## src/rtl/mips_pkg.sv

```systemverilog
// Shared MIPS datapath encodings: next-instruction-select codes and helpers
// used by the control decoder and the PC stage.
package mips_pkg;

    localparam logic [2:0] NIS_SEQ   = 3'b000;
    localparam logic [2:0] NIS_BMV   = 3'b001;
    localparam logic [2:0] NIS_BZ    = 3'b010;
    localparam logic [2:0] NIS_SRLV  = 3'b011;
    localparam logic [2:0] NIS_RSVD  = 3'b100;
    localparam logic [2:0] NIS_BALRN = 3'b101;
    localparam logic [2:0] NIS_JMEM  = 3'b110;
    localparam logic [2:0] NIS_BEQ   = 3'b111;

    localparam logic [4:0] RA_REG = 5'd31;

    // Word branch offset: sign-extend and scale to bytes.
    function automatic logic [31:0] branch_offset(input logic [15:0] imm);
        return {{14{imm[15]}}, imm, 2'b00};
    endfunction

    function automatic logic [31:0] word_align(input logic [31:0] addr);
        return {addr[31:2], 2'b00};
    endfunction

endpackage

```

## src/rtl/next_pc_unit_status_flags.sv

```systemverilog
// Z/N status flag register; written from the ALU result when enabled.
module status_flags
    import mips_pkg::*;
(
    input  logic        clk,
    input  logic        reset,
    input  logic        stall,
    input  logic        we,
    input  logic [31:0] result,
    output logic        flag_z,
    output logic        flag_n
);

    always_ff @(posedge clk) begin
        if (reset) begin
            flag_z <= 1'b0;
            flag_n <= 1'b0;
        end else if (!stall && we) begin
            flag_z <= (result == 32'd0);
            flag_n <= result[31];
        end
    end

endmodule

```

## src/rtl/next_pc_unit.sv

```systemverilog
// PC stage of the single-cycle MIPS datapath: next-PC select, link request,
// status flags, retired-instruction counter and sticky error bits.
module next_pc_unit
    import mips_pkg::*;
#(
    parameter logic [31:0] RESET_PC = 32'h0000_0000
) (
    input  logic        clk,
    input  logic        reset,
    input  logic        stall,
    input  logic [2:0]  nis,
    input  logic [15:0] imm,
    input  logic        alu_zero,
    input  logic [31:0] alu_result,
    input  logic        flag_we,
    input  logic [31:0] rs_data,
    input  logic [31:0] mem_data,
    output logic [31:0] pc,
    output logic [31:0] pc_plus4,
    output logic        taken,
    output logic        link_we,
    output logic [31:0] link_data,
    output logic        flag_z,
    output logic        flag_n,
    output logic [31:0] icount,
    output logic        illegal,
    output logic        align_err
);

    logic [31:0] bt;
    logic [31:0] pc_nxt;
    logic        redirect;
    logic        link_req;
    logic        rsvd_hit;
    logic        misalign;

    assign pc_plus4  = pc + 32'd4;
    assign bt        = pc_plus4 + branch_offset(imm);
    assign link_data = pc_plus4;

    // Branch conditions read the flags registered before this edge.
    always_comb begin
        pc_nxt   = pc_plus4;
        redirect = 1'b0;
        link_req = 1'b0;
        rsvd_hit = 1'b0;
        misalign = 1'b0;
        case (nis)
            NIS_BMV: begin
                if (flag_n) begin
                    pc_nxt   = bt;
                    redirect = 1'b1;
                end
            end
            NIS_BZ: begin
                if (flag_z) begin
                    pc_nxt   = bt;
                    redirect = 1'b1;
                end
            end
            NIS_RSVD: rsvd_hit = 1'b1;
            NIS_BALRN: begin
                if (flag_n) begin
                    pc_nxt   = word_align(rs_data);
                    redirect = 1'b1;
                    link_req = 1'b1;
                    misalign = |rs_data[1:0];
                end
            end
            NIS_JMEM: begin
                pc_nxt   = word_align(mem_data);
                redirect = 1'b1;
                misalign = |mem_data[1:0];
            end
            NIS_BEQ: begin
                if (alu_zero) begin
                    pc_nxt   = bt;
                    redirect = 1'b1;
                end
            end
            default: ;
        endcase
    end

    assign taken   = redirect;
    assign link_we = link_req & ~stall;

    always_ff @(posedge clk) begin
        if (reset) begin
            pc        <= RESET_PC;
            icount    <= 32'd0;
            illegal   <= 1'b0;
            align_err <= 1'b0;
        end else if (!stall) begin
            pc        <= pc_nxt;
            icount    <= icount + 32'd1;
            illegal   <= illegal | rsvd_hit;
            align_err <= align_err | misalign;
        end
    end

    status_flags u_flags (
        .clk    (clk),
        .reset  (reset),
        .stall  (stall),
        .we     (flag_we),
        .result (alu_result),
        .flag_z (flag_z),
        .flag_n (flag_n)
    );

endmodule

```

## config.mk

```make
export PLATFORM = sky130hd
export DESIGN_NAME = next_pc_unit
export DESIGN_NICKNAME = d
export VERILOG_FILES = /design/src/rtl/mips_pkg.sv /design/src/rtl/next_pc_unit_status_flags.sv /design/src/rtl/next_pc_unit.sv
export SDC_FILE = /design/constraint.sdc
export NUM_CORES = 1
export LEC_CHECK = 0
export ABC_AREA = 1
export ABC_CLOCK_PERIOD_IN_PS = 3200
export BUFFER_PORTS_ARGS = -buffer_cell sky130_fd_sc_hd__clkbuf_2
export CAP_MARGIN = 30
export CORE_ASPECT_RATIO = 0.6
export CORE_MARGIN = 4
export CORE_UTILIZATION = 28
export CTS_BUF_LIST = sky130_fd_sc_hd__clkbuf_4 sky130_fd_sc_hd__clkbuf_8
export CTS_CLUSTER_SIZE = 20
export DETAILED_ROUTE_END_ITERATION = 7
export PLACE_DENSITY = 0.58
export SKIP_LAST_GASP = 1
export SLEW_MARGIN = 20
export SYNTH_ARGS = -nofsm -noshare
export SYNTH_HDL_FRONTEND = slang
export SYNTH_HIERARCHICAL = 1
export SYNTH_SLANG_ARGS = --single-unit
```

## constraint.sdc

```tcl
create_clock -name clk -period 3.2 [get_ports clk]
set_input_delay 0.32 -clock clk [delete_from_list [all_inputs] [get_ports clk]]
set_output_delay 0.32 -clock clk [all_outputs]
set_load 0.005 [all_outputs]
```

# ---- Word level (Yosys, flattened, before mapping)
# Cells that the tools add are included.
dict set report totals {
  reg_bits 68
  in_bits 120
  output_inout_bits 134
  word_cells 38
}
dict set report classes {
  add_sub_neg 3
  n_eq_ne 6
  muxes 13
  bitwise 4
  reduce_logical 6
}
# cell count
set ops {}
lappend ops {{$pmux 32 s5} 1}
lappend ops {{$mux 32} 4}
lappend ops {{$add 32x1->32 const B} 1}
lappend ops {{$add 32x3->32 const B} 1}
lappend ops {{$add 32x32->32} 1}
lappend ops {{$logic_not 32->1} 1}
lappend ops {{$eq 3x3->1 const B} 4}
lappend ops {{$mux 1} 6}
lappend ops {{$reduce_or 2->1} 3}
lappend ops {{$pmux 1 s4} 1}
lappend ops {{$eq 3x1->1 const B} 1}
lappend ops {{$eq 3x2->1 const B} 1}
lappend ops {{$or 1x1->1} 2}
lappend ops {{$pmux 1 s2} 1}
lappend ops {{$and 1x1->1} 1}
lappend ops {{$logic_and 1x1->1} 1}
lappend ops {{$logic_not 1->1} 1}
lappend ops {{$not 1->1} 1}

# ---- Longest topological paths before layout
dict set report logic_depth {
  ltp_word 4
  mapped_depth 23
  ltp_nobuf 23
}

# ---- By module
# Netlist, hierarchy kept.
# mod instances cells_each area_per_inst_um2 seq_area_each_um2
set by_module_without_submodules {}
lappend by_module_without_submodules {next_pc_unit 1 1251 7292.0 1281.2}
lappend by_module_without_submodules {status_flags 1 37 195.2 40.0}

# ---- Worst setup path before layout
# Ideal clock, no wire load.
dict set report synth_path {
  kind {register to register}
  start {register pc[2]}
  end {register pc[18]}
  setup_time_ps 109
  arrival_ps 2668
  t_required_ps 3091
  path_slack_ps 423
  path_stages_with_launch 22
  n_path_buf 0
  period_less_slack_ps 2777
  cell_sequence {dfxtp_1 ha_1 nand2_1 nor2_2 nand2_1 nor2_4 nand2_1 xor2_1 inv_1 ha_1 nand2_1 inv_1 nand2_1 nand2_1 o21bai_1 inv_1 nand2_1 or2_2 nand3_1 nand4_1 nand2_1 inv_1}
}
dict set report synth_between {
  elab_chain_cells 4
  word_cells_on_any_way 7
  classes_between {2 x add/sub; 5 x mux}
}
# element line_no
set synth_lines {}
lappend synth_lines {{start, declared} next_pc_unit.sv:18} ;# output logic [31:0] pc,
lappend synth_lines {{start signal, assigned} next_pc_unit.sv:95} ;# pc <= pc_nxt;
lappend synth_lines {{$add 32x3->32 *} next_pc_unit.sv:37} ;# assign pc_plus4 = pc + 32'd4;
lappend synth_lines {{net link_data[16]} next_pc_unit.sv:22} ;# output logic [31:0] link_data,
lappend synth_lines {{$add 32x32->32 *} next_pc_unit.sv:38} ;# assign bt = pc_plus4 + branch_offset(imm);
lappend synth_lines {{$mux 32 (on tied branches)} {next_pc_unit.sv:76, next_pc_unit.sv:50, next_pc_unit.sv:56}}
lappend synth_lines {{$pmux 32 s5 *} next_pc_unit.sv:48} ;# case (nis)
# Mark *: on every way through the listed nets, which the timed path passes. The rest lies on a longest branch.
# A chain may end at the register's enable or synchronous reset.

# ---- Worst setup path after layout
dict set report layout_path {
  start {register pc[12]}
  end {register pc[24]}
}
dict set report layout_between {
  elab_chain_cells 4
  word_cells_on_any_way 7
  classes_between {2 x add/sub; 5 x mux}
}
# element line_no
set layout_lines {}
lappend layout_lines {{$add 32x3->32 *} next_pc_unit.sv:37}
lappend layout_lines {{$add 32x32->32} next_pc_unit.sv:38}
lappend layout_lines {{$mux 32 (on tied branches)} {next_pc_unit.sv:76, next_pc_unit.sv:50, next_pc_unit.sv:56}}
lappend layout_lines {{$pmux 32 s5 *} next_pc_unit.sv:48}
# Every way passes the cells marked *; elsewhere a longest branch is shown, timed or not.

==> flow_summary.toml <==
[layout]
final_cell_mix = "373 x nand2_1, 247 x clkbuf_2, 200 x inv_1"
regArea_um2 = 1340
syn_to_final_growth_pct = 36.8
layout.nets = 1760
multi_input_area_um2 = 5340
final_core_util_pct = 38.9
final_cell_area_um2 = 10200
final_common_cell = "nand2_1"
fillCellCount = 2904
diodes = 0
drive_above_1_share_pct = 33.2

[logic_synthesis]
ys.flop_type = "dfxtp_1"
synth_area_leaders = "nand2_1 19%, dfxtp_1 18%, inv_1 10%"
synth.distinct_cells = 53
synth_seq_cells = 66
avgSynthCellArea_um2 = 5.81
yosysSeqAreaShare_pct = 17.6
synthArstFlopShare_pct = 0
ys_warn_count = 6
synth_cells = 1288
synth_top_area_cell = "nand2_1"
synth.cell_area_um2 = 7490
synth_top_cell_area_share_pct = 19.2
synth_edf_count = 0

[pwr]
p_per_area_nw_per_um2 = 281
fin_total_pwr_w = 0.00288
p_leak_nw = 5.38
vdd_drop_max_uv = 147

[place]
gp_congestion = 0.991
dpl_cell_area_um2 = 9650
hpwl_um = 27700
port-buffer-count = 247

[sta]
fmax_mhz = 329
fin_skew_ns = 0.0234
grt_setup_unrepaired = "true"
slew_headroom_pct = 46.3
worst_pin_slew_ns = 0.805
maxSlewViolCount = 0
hold_viol_final = 0
fin_crit_sh_pct = 95.0
fin_crit_ns = 3.04
setup_viol = 0

[setup_path]
rr_worst_depth = 22
cp.arrival_ns = 3.35
crit_path_start_kind = "flop"
critical_path_required_ns = 3.51
end_kind = "flop"
cp_max_fo = 5
critPathKind = "flop to flop"

[floorplanning]
start_util_pct = 28.4
num_rows = 46
fp.dieW_um = 219
die_h_um = 135
die-area_um2 = 29500
core_um2 = 26400
boundaryPins = 254

[clocking]
cts_max_path_buffers = 2
cts_tree = "done"
clock-root-buffer = "clkbuf_8"
clk_pin_slew_worst_paths_ns = 0.08
cts_buffers = 9
h-tree-depth = 3
clock_latency_ns = 0.39
cts_num_sinks = 66

[grt]
first_global_vias = 8210
grt_pass1_wl_um = 48600
grt_use_total_pct = 21.7
grt_max_degree = 51
antenna_found_initial = 0
grt_overflow = 0

[run_status]
outcome = "finished, final reports clean"

[detailed_routing]
wl_met3_um = 3480
routedWlPerCell_um = 17.0
via_count = 9345
drc = 0
top_layer_used = "met4"
ant_nets = 0
drt-initial-drc-count = 668
met2_length_um = 12800
dr.pass1.iters = 5
viasPerCell = 4.75
wirelength_um = 33500
met1_length_um = 16700

[worst_hold_path]
hold_class = "primary input to flop"
holdPathStages = 3

[run]
maxCapViolCount = 0
[registers in the layout, indices dropped and copies added (netlist names)]
name and cells:
illegal 1, u_flags/flag_z 1, u_flags/flag_n 1, pc 30, icount 32, align_err 1
[cells by family (layout without fill, tap and decap cells)]
group | after synthesis | count (layout) | synth area share [%]
AND/OR/NAND/NOR | 705 | 705 | 42.4
buffers and inverters | 275 | 591 | 16.0
AO/OA/AOI/OAI | 166 | 166 | 13.1
flip-flops | 66 | 66 | 17.6
XOR/XNOR | 39 | 39 | 4.66
adder cells (fa/ha/maj) | 36 | 36 | 6.12
other | 1 | 6 | 0.0501
[per-layer routing]
layer | vias to the layer above | GRT usage [%]
li1 | 4668 | -
met1 | 4231 | 34.0
met2 | 417 | 28.6
met3 | 29 | 6.57
met4 | 0 | 4.21
met5 | - | 0
[worst paths after layout]
path,from,endpoint,slack [ns]
max,pc[12]$_SDFFE_PP0N_,pc[24]$_SDFFE_PP0N_,0.16
min,alu_result[31],u_flags/flag_n$_SDFFE_PP0P_,0.20
max reg2reg,pc[12]$_SDFFE_PP0N_,pc[24]$_SDFFE_PP0N_,0.16
min reg2reg,align_err$_SDFFE_PP0N_,align_err$_SDFFE_PP0N_,0.47
[synth_stat cells, types with 3 or more instances]
library cell	n
inv_2	8
xnor2_1	10
o21ai_0	46
dfxtp_1	66
xor2_1	28
or2_2	4
buf_2	6
nor3_2	3
nor2_8	3
nand3b_1	4
o211ai_1	4
nor2_2	14
a221oi_1	7
a21o_1	3
nand4_1	26
nor2_4	10
nand2_1	383
nand2_2	15
nor4_1	3
inv_1	205
nand3_1	68
a22oi_1	13
a21oi_2	7
nand2_4	3
nor2_1	137
a31oi_1	5
a22o_1	5
clkbuf_1	13
a21oi_1	61
o21ai_1	6
ha_1	35
nor3_1	20
buf_4	39
o21bai_1	4
[through the flow]
stage	hold WS, ns	instances	setup WS, ns	TNS (ns)
final	0.195	1969	0.159	0
after global routing	0.172	1969	-0.0465	-0.192
after CTS	0.166	1965	-0.0542	-0.0542
after detailed placement	0.461	1949	-0.0396	-0.0461
after global placement	0.455	1948	-0.0611	-0.0611
after floorplan	0.382	1293	0.423	0
[repair_timing]
item	CTS	global route
hold buffers	0	0
setup buffers	0	4
setup endpoints to repair	2	23
gates resized for setup	1	92
pin swaps	0	13
[report_power, final]
part	internal, W	total (W)	switching, W	leakage (nW)
Clock	0.000370	0.000778	0.000408	0.0959
Sequential	0.000856	0.000896	0.0000397	0.543
Combinational	0.000487	0.00121	0.000721	4.74
Total	0.00171	0.00288	0.00117	5.38
[critical path, stage by stage (launching register included)]
cell and delay [ns]:
dfxtp_1 0.36, buf_4 0.14, nand2_2 0.09, nor2_4 0.14
nand2_2 0.10, nor2_8 0.17, inv_2 0.06, nor2_4 0.09
xor2_2 0.18, ha_1 0.33, nand2_1 0.13, buf_4 0.12
inv_1 0.03, nand2_1 0.06, nand2_1 0.11, nor2_2 0.17
buf_4 0.14, nand3_1 0.07, nand2_1 0.06, nand3_1 0.15
nand2_1 0.11, nand2_1 0.05, a21oi_1 0.10
[final cells by class]
cell class	instances	area share (%)
multi-input combinational	952	52.1
timing repair buffer	360	20.5
sequential	66	13.1
inverter	215	7.90
tap	360	4.40
clock buffer	10	1.28
clock inverter	6	0.660
Power figures use the tool's default switching activity.
